<file path="config.mk">
export PLATFORM = sky130hd
export DESIGN_NAME = tmr_recovery_ctrl
export DESIGN_NICKNAME = d
export VERILOG_FILES = /design/src/rtl/tmr_recovery_ctrl.sv
export SDC_FILE = /design/constraint.sdc
export NUM_CORES = 1
export LEC_CHECK = 0
export BUFFER_PORTS_ARGS = -buffer_cell sky130_fd_sc_hd__buf_2
export CAP_MARGIN = 15
export CORE_MARGIN = 10
export CORE_UTILIZATION = 39
export CTS_CLUSTER_DIAMETER = 100
export CTS_CLUSTER_SIZE = 28
export DETAILED_ROUTE_END_ITERATION = 10
export HOLD_SLACK_MARGIN = 0.08
export PLACE_DENSITY = 0.66
export SLEW_MARGIN = 40
export SYNTH_ARGS = -nofsm -noshare
export SYNTH_HDL_FRONTEND = slang
export SYNTH_SLANG_ARGS = --single-unit
</file>
<file path="constraint.sdc">
create_clock -name clk -period 2 [get_ports clk]
set_clock_uncertainty 0.15 [all_clocks]
set_input_delay 0.3 -clock clk [delete_from_list [all_inputs] [get_ports clk]]
set_output_delay 0.3 -clock clk [all_outputs]
set_load 0.01 [all_outputs]
</file>
<file path="src/rtl/tmr_recovery_ctrl.sv">
// tmr_recovery_ctrl: supervisory FSM for a triple-modular-redundant datapath.
//
// Filters transient voter mismatches, identifies a persistently faulty replica, halts the
// replicated pipeline and sequences a resync of that replica. No-majority or a resync
// timeout escalates to a latched fatal state that only clear_i releases.
//
// Optional feature: define TMR_CTRL_LOG_EN to add a 16-bit free-running cycle counter whose
// value is captured into log_stamp_o on every entry to HALT or FATAL. Without it,
// log_stamp_o is tied to 0; the port list is the same in both builds.
//
// Ports:
//   clk           clock, rising edge
//   rst_n         synchronous active-low reset
//   valid_i       voter comparison result valid this cycle
//   mismatch_i    bit k set: replica k disagrees with the voted value
//   detected_i    voter found no majority
//   resync_ack_i  resync of resync_id_o complete (pulse)
//   clear_i       clear FATAL and all counters
//   halt_o        stall the replicated pipeline
//   resync_req_o  request state copy into replica resync_id_o
//   resync_id_o   faulty replica index (valid while resync_req_o is high)
//   fatal_o       unrecoverable fault, latched
//   err_cnt*_o    saturating count of recoveries per replica
//   log_stamp_o   cycle stamp of the last HALT/FATAL entry
module tmr_recovery_ctrl #(
  parameter int unsigned SUSPECT_THRESH = 2,
  parameter int unsigned ACK_TIMEOUT    = 8,
  parameter int unsigned ERR_CNT_W      = 4
) (
  input  logic                 clk,
  input  logic                 rst_n,
  input  logic                 valid_i,
  input  logic [2:0]           mismatch_i,
  input  logic                 detected_i,
  input  logic                 resync_ack_i,
  input  logic                 clear_i,
  output logic                 halt_o,
  output logic                 resync_req_o,
  output logic [1:0]           resync_id_o,
  output logic                 fatal_o,
  output logic [ERR_CNT_W-1:0] err_cnt0_o,
  output logic [ERR_CNT_W-1:0] err_cnt1_o,
  output logic [ERR_CNT_W-1:0] err_cnt2_o,
  output logic [15:0]          log_stamp_o
);

  localparam int unsigned ConsW = $clog2(SUSPECT_THRESH + 1);
  localparam int unsigned TmrW  = $clog2(ACK_TIMEOUT + 1);
  localparam logic [ConsW-1:0] ConsThr = ConsW'(SUSPECT_THRESH);
  localparam logic [TmrW-1:0]  TmrThr  = TmrW'(ACK_TIMEOUT);

  typedef enum logic [2:0] {StIdle, StSuspect, StHalt, StResync, StFatal} state_e;

  state_e               state_q, state_d;
  logic [1:0]           id_q, id_d;
  logic [ConsW-1:0]     cons_q, cons_d;
  logic [TmrW-1:0]      timer_q, timer_d;
  logic [ERR_CNT_W-1:0] err_cnt_q [3];
  logic [ERR_CNT_W-1:0] err_cnt_d [3];
  logic                 halt_q, halt_d, req_q, req_d, fatal_q, fatal_d;
  logic [1:0]           rid_q, rid_d;

  logic       one_hot, single, multi;
  logic [1:0] hit_id;

  // Exactly one bit set; a non-zero vector that is not one-hot has >= 2 bits set.
  assign one_hot = (mismatch_i != 3'b000) && ((mismatch_i & (mismatch_i - 3'd1)) == 3'b000);
  assign single  = valid_i & ~detected_i & one_hot;
  assign multi   = valid_i & (detected_i | ((mismatch_i != 3'b000) & ~one_hot));

  always_comb begin
    hit_id = 2'd0;
    if (mismatch_i[1]) hit_id = 2'd1;
    if (mismatch_i[2]) hit_id = 2'd2;
  end

  always_comb begin
    state_d   = state_q;
    id_d      = id_q;
    cons_d    = cons_q;
    timer_d   = timer_q;
    err_cnt_d = err_cnt_q;
    unique case (state_q)
      StIdle: begin
        if (multi) begin
          state_d = StFatal;
        end else if (single) begin
          id_d = hit_id;
          if (ConsThr == ConsW'(1)) begin
            state_d = StHalt;
            cons_d  = '0;
          end else begin
            state_d = StSuspect;
            cons_d  = ConsW'(1);
          end
        end
      end
      StSuspect: begin
        if (multi) begin
          state_d = StFatal;
          cons_d  = '0;
        end else if (single) begin
          if (hit_id == id_q) begin
            if (cons_q + ConsW'(1) == ConsThr) begin
              state_d = StHalt;
              cons_d  = '0;
            end else begin
              cons_d = cons_q + ConsW'(1);
            end
          end else begin
            id_d   = hit_id;
            cons_d = ConsW'(1);
          end
        end else if (valid_i) begin
          // Valid and not single/multi means a clean comparison.
          state_d = StIdle;
          cons_d  = '0;
        end
      end
      StHalt: begin
        for (int k = 0; k < 3; k++) begin
          if (id_q == 2'(k) && err_cnt_q[k] != '1) err_cnt_d[k] = err_cnt_q[k] + 1'b1;
        end
        state_d = StResync;
        timer_d = '0;
      end
      StResync: begin
        // Ack takes priority over a simultaneous timer expiry.
        if (resync_ack_i) begin
          state_d = StIdle;
        end else if (timer_q + TmrW'(1) == TmrThr) begin
          state_d = StFatal;
        end else begin
          timer_d = timer_q + TmrW'(1);
        end
      end
      StFatal: begin
        if (clear_i) state_d = StIdle;
      end
      default: state_d = StIdle;
    endcase
    // Clear overrides any increment computed above.
    if (clear_i) begin
      cons_d = '0;
      for (int k = 0; k < 3; k++) err_cnt_d[k] = '0;
    end
  end

  // Outputs are registered images of the next state.
  always_comb begin
    halt_d  = (state_d == StHalt) || (state_d == StResync) || (state_d == StFatal);
    req_d   = (state_d == StResync);
    rid_d   = (state_d == StResync) ? id_d : 2'd0;
    fatal_d = (state_d == StFatal);
  end

  always_ff @(posedge clk) begin
    if (!rst_n) begin
      state_q <= StIdle;
      id_q    <= 2'd0;
      cons_q  <= '0;
      timer_q <= '0;
      for (int k = 0; k < 3; k++) err_cnt_q[k] <= '0;
      halt_q  <= 1'b0;
      req_q   <= 1'b0;
      rid_q   <= 2'd0;
      fatal_q <= 1'b0;
    end else begin
      state_q   <= state_d;
      id_q      <= id_d;
      cons_q    <= cons_d;
      timer_q   <= timer_d;
      err_cnt_q <= err_cnt_d;
      halt_q    <= halt_d;
      req_q     <= req_d;
      rid_q     <= rid_d;
      fatal_q   <= fatal_d;
    end
  end

  assign halt_o       = halt_q;
  assign resync_req_o = req_q;
  assign resync_id_o  = rid_q;
  assign fatal_o      = fatal_q;
  assign err_cnt0_o   = err_cnt_q[0];
  assign err_cnt1_o   = err_cnt_q[1];
  assign err_cnt2_o   = err_cnt_q[2];

`ifdef TMR_CTRL_LOG_EN
  logic [15:0] cyc_q, cyc_d, stamp_q, stamp_d;

  always_comb begin
    cyc_d   = cyc_q + 16'd1;
    stamp_d = stamp_q;
    if ((state_d == StHalt && state_q != StHalt) || (state_d == StFatal && state_q != StFatal)) begin
      stamp_d = cyc_q;
    end
  end

  always_ff @(posedge clk) begin
    if (!rst_n) begin
      cyc_q   <= 16'd0;
      stamp_q <= 16'd0;
    end else begin
      cyc_q   <= cyc_d;
      stamp_q <= stamp_d;
    end
  end

  assign log_stamp_o = stamp_q;
`else
  assign log_stamp_o = 16'd0;
`endif

endmodule

</file>
==> results of run 1 <==
==> cells in the mapped netlist (2+ instances only) <==
cell type | count | area share
dfxtp_1 | 28 | 0.37
buf_4 | 16 | 0.079
nor2_1 | 15 | 0.037
nand3_1 | 10 | 0.033
xor2_1 | 10 | 0.058
nand2_1 | 7 | 0.017
a21oi_1 | 6 | 0.020
nand4_1 | 5 | 0.021
and3_1 | 4 | 0.016
ha_1 | 4 | 0.033
mux2i_1 | 4 | 0.026
o211a_1 | 4 | 0.026
a31oi_1 | 3 | 0.012
inv_1 | 3 | 0.0074
nand3b_1 | 3 | 0.015
o211ai_1 | 3 | 0.015
a31o_1 | 2 | 0.012
clkbuf_1 | 2 | 0.0049
nand2b_1 | 2 | 0.0082
nor3_1 | 2 | 0.0066
o21a_1 | 2 | 0.0099
or3_1 | 2 | 0.0082
==> per-layer routing <==
metal,global-route usage,vias to the layer above,share of wire
met5,0,-,0
met4,0.0561,0,0.021
met3,0.0130,4,0.060
met2,0.159,25,0.47
met1,0.105,537,0.45
li1,-,604,-
==> stage by stage <==
| stage | power (mW) | std cells | worst slack (ns) | utilization |
|---|---|---|---|---|
| after CTS | 1.12 | 238 | 0.334 | 0.464 |
| after detailed placement | 0.677 | 234 | 0.313 | 0.444 |
| after global placement | 0.677 | 234 | 0.352 | 0.444 |
| after floorplan | 0.669 | 177 | 0.511 | - |
| after global routing | 1.14 | 238 | 0.209 | 0.464 |
| final | 1.11 | 238 | 0.336 | 0.464 |
==> cell families (layout without fill, tap and decap cells) <==
family / count (synthesis) / after routing / share of synthesized area
other: 1 / 16 / 0.00247
and+or+nand+nor: 61 / 61 / 0.236
buffers and inverters: 22 / 35 / 0.0947
muxes: 4 / 4 / 0.0263
DFF: 28 / 28 / 0.369
adders and majority gates: 5 / 5 / 0.0395
xor gates and xnor gates: 11 / 11 / 0.0683
AOI/OAI and AO/OA: 30 / 30 / 0.164
==> state kept, by name (all words and copies together), names as in the netlist <==
signal,cells
timer_q,4
id_q,2
state_q,3
halt_o,1
err_cnt1_o,4
err_cnt2_o,4
resync_id_o,2
resync_req_o,1
fatal_o,1
cons_q,2
err_cnt0_o,4
==> worst max path at each step <==
stage                        from         end  slack (ns)  cells after the start
global route           state_q[1]  timer_q[3]        0.21                      4
floorplan              state_q[1]  timer_q[3]        0.51                      4
global placement    mismatch_i[2]      halt_o        0.35                      5
finish                 state_q[1]  timer_q[3]        0.34                      4
detailed placement  mismatch_i[2]      halt_o        0.31                      5
CTS                    state_q[1]  timer_q[3]        0.33                      4
==> worst max-delay path, cell delays in order (launching register included) <==
cell and delay (ns):
dfxtp_1 0.41, nor2b_2 0.25, nand3b_2 0.18, o21a_1 0.31, a31o_2 0.26
==> area by class of cell <==
cell class                      count  area [sq um]  share of cell area
Multi-Input combinational cell    127           872               0.506
Sequential cell                    28           561               0.325
Timing Repair Buffer               28           148              0.0857
Tap cell                           48          60.1              0.0349
Clock buffer                        3          41.3              0.0240
Clock inverter                      1          30.0              0.0174
Inverter                            3          11.3             0.00654
==> power by group <==
| group | internal, mW | switching [mW] |
|---|---|---|
| logic | 0.0312 | 0.0615 |
| registers | 0.564 | 0.00934 |
| clock network | 0.268 | 0.174 |
| total | 0.863 | 0.244 |
==> reports/metrics.cfg, run 1 <==
[sta]
finalSetupViolations=0
finalCriticalPeriod_ns=1.66
finalMaxSlewViolations=0
fin_hold_ws_ns=0.159
max_freq_ghz=0.601
finalCritPeriodShare=0.832
rsz0062_at_grt=false
hold_viol_final=0
fin_setup_tns_ns=0

[global_route]
grt_pass1_vias=1094
grt_overflow=0
grt_util_all_layers=0.0920
antenna_found_initial=0
grt_pass1_wl_microns=4950
grt_max_degree=17

[finish]
fillers=364
final_cell_mix=dfxtp_1, buf_2, conb_1
drive_above_1_share=0.237
design_area_sq_um=1720
antenna_cells=0
final_common_cell=dfxtp_1
area_growth_pct=13.3
fin_nets=204

[floorplanning]
die_width_microns=82.4
coreArea_sq_um=3720
fp-row-count=22
die_h_microns=82.4
start_util=0.409
ios=42
die-area_sq_um=6800

[worst_setup_path]
crit_fanout=8
regToRegStartpoint=state_q[1]
worstPathRequired_ns=2.02
end_kind=flip-flop
critPathArrivalTime_ns=1.69
rrSetupSlack_ns=0.34
start_kind=flip-flop
rr_endpoint=timer_q[3]
critPathKind=reg -> reg
reg2reg_depth=4

[logic_synthesis]
synth_edf_count=0
synth_flop_cell=dfxtp_1
synth.distinct_cells=47
ys_seq_elements=28
yosysWarnings=0
yosysSeqAreaShare=0.369
netlist_instances=162
syn_area_per_cell_sq_um=9.38
syn_area_sq_um=1520
async_flop_share=0

[cts]
htreeDepth=1
cts_tree=done
clock_path_buffers=2
cts_resized=0
cts-root-buf=clkbuf_8
cts_hold_buffers=0
cts.reportedPaths.clkPinSlew_ns=0.09
cts.sinks=28
post_cts_buffers=0
clk_latency_ns=0.27
numCtsBuffers=3

[detailed_routing]
antenna_left=0
route.detailed.drc=0
num_vias=1170
via_per_inst=4.92
drt-initial-drc-count=52
wire_per_inst_microns=12.9
dr.pass1.iters=4
totalWireLength_microns=3070

[worst_hold_path]
hold_path_class=in -> reg
holdPathEnd=timer_q[1]
hold_start=rst_n
holdPathStages=2

[placed_design]
place_hpwl_microns=2410
post_dp_cell_area_sq_um=1650
gp_congestion=0.854
numPortBuffers=25

[pwr]
ir_drop_mv=0.396
p_per_area_nw_per_um2=643
p_leak_nw=0.786

[status]
status=complete, no violations

[run]
cap_violations=0

(Power assumes the default switching activity.)
==> run 2, diff against run 1 <==
- clock period: 2 -> 1.6 ns (I/O delays scaled with it)
==> run 2 against run 1 <==
  * Wire length grew 3.2%
  * Utilization grew 3.5 points
  * Highest routed layer unchanged
  * Critical path type unchanged
  * Combinational power grew 34%
  * Final cell count grew 6.3%
  * Via count grew 4.4%
  * Sequential share of layout area shrank 1.9 points
  * Non-clock buffer count grew 15
  * Sequential power grew 25%
  * Hold slack lost 0.071 ns
==> reports/metrics.cfg, run 2 (same netlist as run 1, synthesis figures left out) <==
[placed_design]
numPortBuffers=25  ; unchanged
gp_congestion=0.777  ; was 0.854
place_hpwl_microns=2540  ; was 2410 microns
place_ws_ns=0.0300  ; was 0.313 ns
dpl.cell_count=247  ; was 234

[detailed_routing]
via_per_inst=4.83  ; was 4.92
antenna_left=0  ; unchanged
drt-initial-drc-count=96  ; was 52
totalWireLength_microns=3170  ; was 3070 microns
dr.pass1.iters=4  ; unchanged
route.detailed.drc=0  ; unchanged
num_vias=1222  ; was 1170
wire_per_inst_microns=12.5  ; was 12.9 microns

[sta]
fin_setup_tns_ns=0  ; unchanged
finalCriticalPeriod_ns=1.49  ; was 1.66 ns
finalCritPeriodShare=0.931  ; was 0.832
max_freq_ghz=0.671  ; was 0.601 GHz
finalSetupViolations=0  ; unchanged
hold_viol_final=0  ; unchanged
finalMaxSlewViolations=0  ; unchanged
setup_ws_ns=0.110  ; was 0.336 ns
rsz0062_at_grt=false  ; unchanged

[cts]
cts-root-buf=clkbuf_8  ; unchanged
cts.sinks=28  ; unchanged
cts_hold_buffers=0  ; unchanged
numCtsBuffers=3  ; unchanged
cts_tree=done  ; unchanged
clock_path_buffers=2  ; unchanged
clk_latency_ns=0.27  ; about the same
cts.reportedPaths.clkPinSlew_ns=0.10  ; was 0.09 ns
htreeDepth=1  ; unchanged

[floorplanning]
ios=42  ; unchanged
die-area_sq_um=6800  ; unchanged
coreArea_sq_um=3720  ; unchanged
die_width_microns=82.4  ; unchanged
fp-row-count=22  ; unchanged
start_util=0.409  ; unchanged
die_h_microns=82.4  ; unchanged

[finish]
instances_no_fill=253  ; was 238
drive_above_1_share=0.322  ; was 0.237
final_core_util=0.499  ; was 0.464
antenna_cells=0  ; unchanged
fin_nets=219  ; was 204
fillers=374  ; was 364
final_common_cell=buf_2  ; was dfxtp_1
area_growth_pct=21.9  ; was 13.3%
seq_area_sq_um=567  ; was 561 sq um
final_cell_mix=buf_2, dfxtp_1, buf_4  ; was dfxtp_1, buf_2, conb_1
multi_input_area_sq_um=883  ; was 872 sq um

[run]
cap_violations=0  ; unchanged

[worst_setup_path]
critPathArrivalTime_ns=1.52  ; was 1.69 ns
critPathKind=reg -> reg  ; unchanged
crit_start=timer_q[0]  ; was state_q[1]
crit_fanout=6  ; was 8
rr_endpoint=timer_q[3]  ; unchanged
end_kind=flip-flop  ; unchanged
regToRegStartpoint=timer_q[0]  ; was state_q[1]
rrSetupSlack_ns=0.11  ; was 0.34 ns
reg2reg_depth=6  ; was 4
worstPathRequired_ns=1.63  ; was 2.02 ns
start_kind=flip-flop  ; unchanged
cp-endpoint=timer_q[3]  ; unchanged

[global_route]
grt_overflow=0  ; unchanged
grt_max_degree=17  ; unchanged
grt_pass1_wl_microns=5200  ; was 4950 microns
antenna_found_initial=0  ; unchanged
grt_pass1_vias=1155  ; was 1094
grt_util_all_layers=0.0960  ; was 0.0920

[pwr]
p_per_area_nw_per_um2=755  ; was 643 nW/um^2
p_leak_nw=0.863  ; was 0.786 nW
p_total_mw=1.40  ; was 1.11 mW
ir_drop_mv=0.323  ; was 0.396 mV

[worst_hold_path]
hold_path_class=in -> reg  ; unchanged

[status]
status=complete, no violations  ; unchanged

## run 2: cell count changes in the layout (fill, tap and decap cells not counted), sizes merged
cell / before / now
buf: 28 / 43
## run 2: metal layers
metal  track usage  share of wire  vias to the layer above
met3        0.0162          0.068                        2
met1         0.120           0.45                      554
met4        0.0459          0.020                        0
met2         0.156           0.46                       30
met5             0              0                        -
li1              -              -                      636
## run 2: final cells by class
cell class / count / area share
clock buffers: 3 / 0.0223
clock inverters: 1 / 0.0162
inverters: 3 / 0.00608
multi-input cells: 127 / 0.477
flip-flops and latches: 28 / 0.306
well taps: 48 / 0.0324
repair buffers: 43 / 0.140
## run 2: metrics by stage
step | area (sq um) | hold slack, ns
after global routing | 1850 | 0.0900
after global placement | 1750 | 0.321
after floorplan | 1580 | 0.207
final | 1850 | 0.0873
after detailed placement | 1750 | 0.335
after CTS | 1820 | 0.0862
## run 2: how the worst min path moves through the flow
stage                     to           from  cells past startpoint
2_1_floorplan     timer_q[1]          rst_n                      1
3_3_place_gp       cons_q[1]      cons_q[1]                      1
3_5_place_dp   err_cnt0_o[1]  err_cnt0_o[1]                      2
4_1_cts           timer_q[1]          rst_n                      2
5_1_grt           timer_q[1]          rst_n                      2
6_report          timer_q[1]          rst_n                      2
## run 2: repair_timing
item                       in CTS  in global routing
setup endpoints to repair       0                 10
setup buffers                   0                  2
resized for setup               0                  7
## run 2: report_power, final
| group | total [mW] | internal, mW | switching, mW | leakage (nW) |
|---|---|---|---|---|
| clock network | 0.556 | 0.335 | 0.221 | 0.0357 |
| logic | 0.124 | 0.0469 | 0.0767 | 0.599 |
| registers | 0.719 | 0.706 | 0.0134 | 0.229 |
| total | 1.40 | 1.09 | 0.311 | 0.863 |
## run 2: worst max-delay path, stage by stage (launching register included)
cell and delay, ns:
dfxtp_2 0.36, ha_1 0.21, nand2_1 0.08, a21oi_2 0.05, o21a_1 0.19, buf_4 0.14
a31o_2 0.23
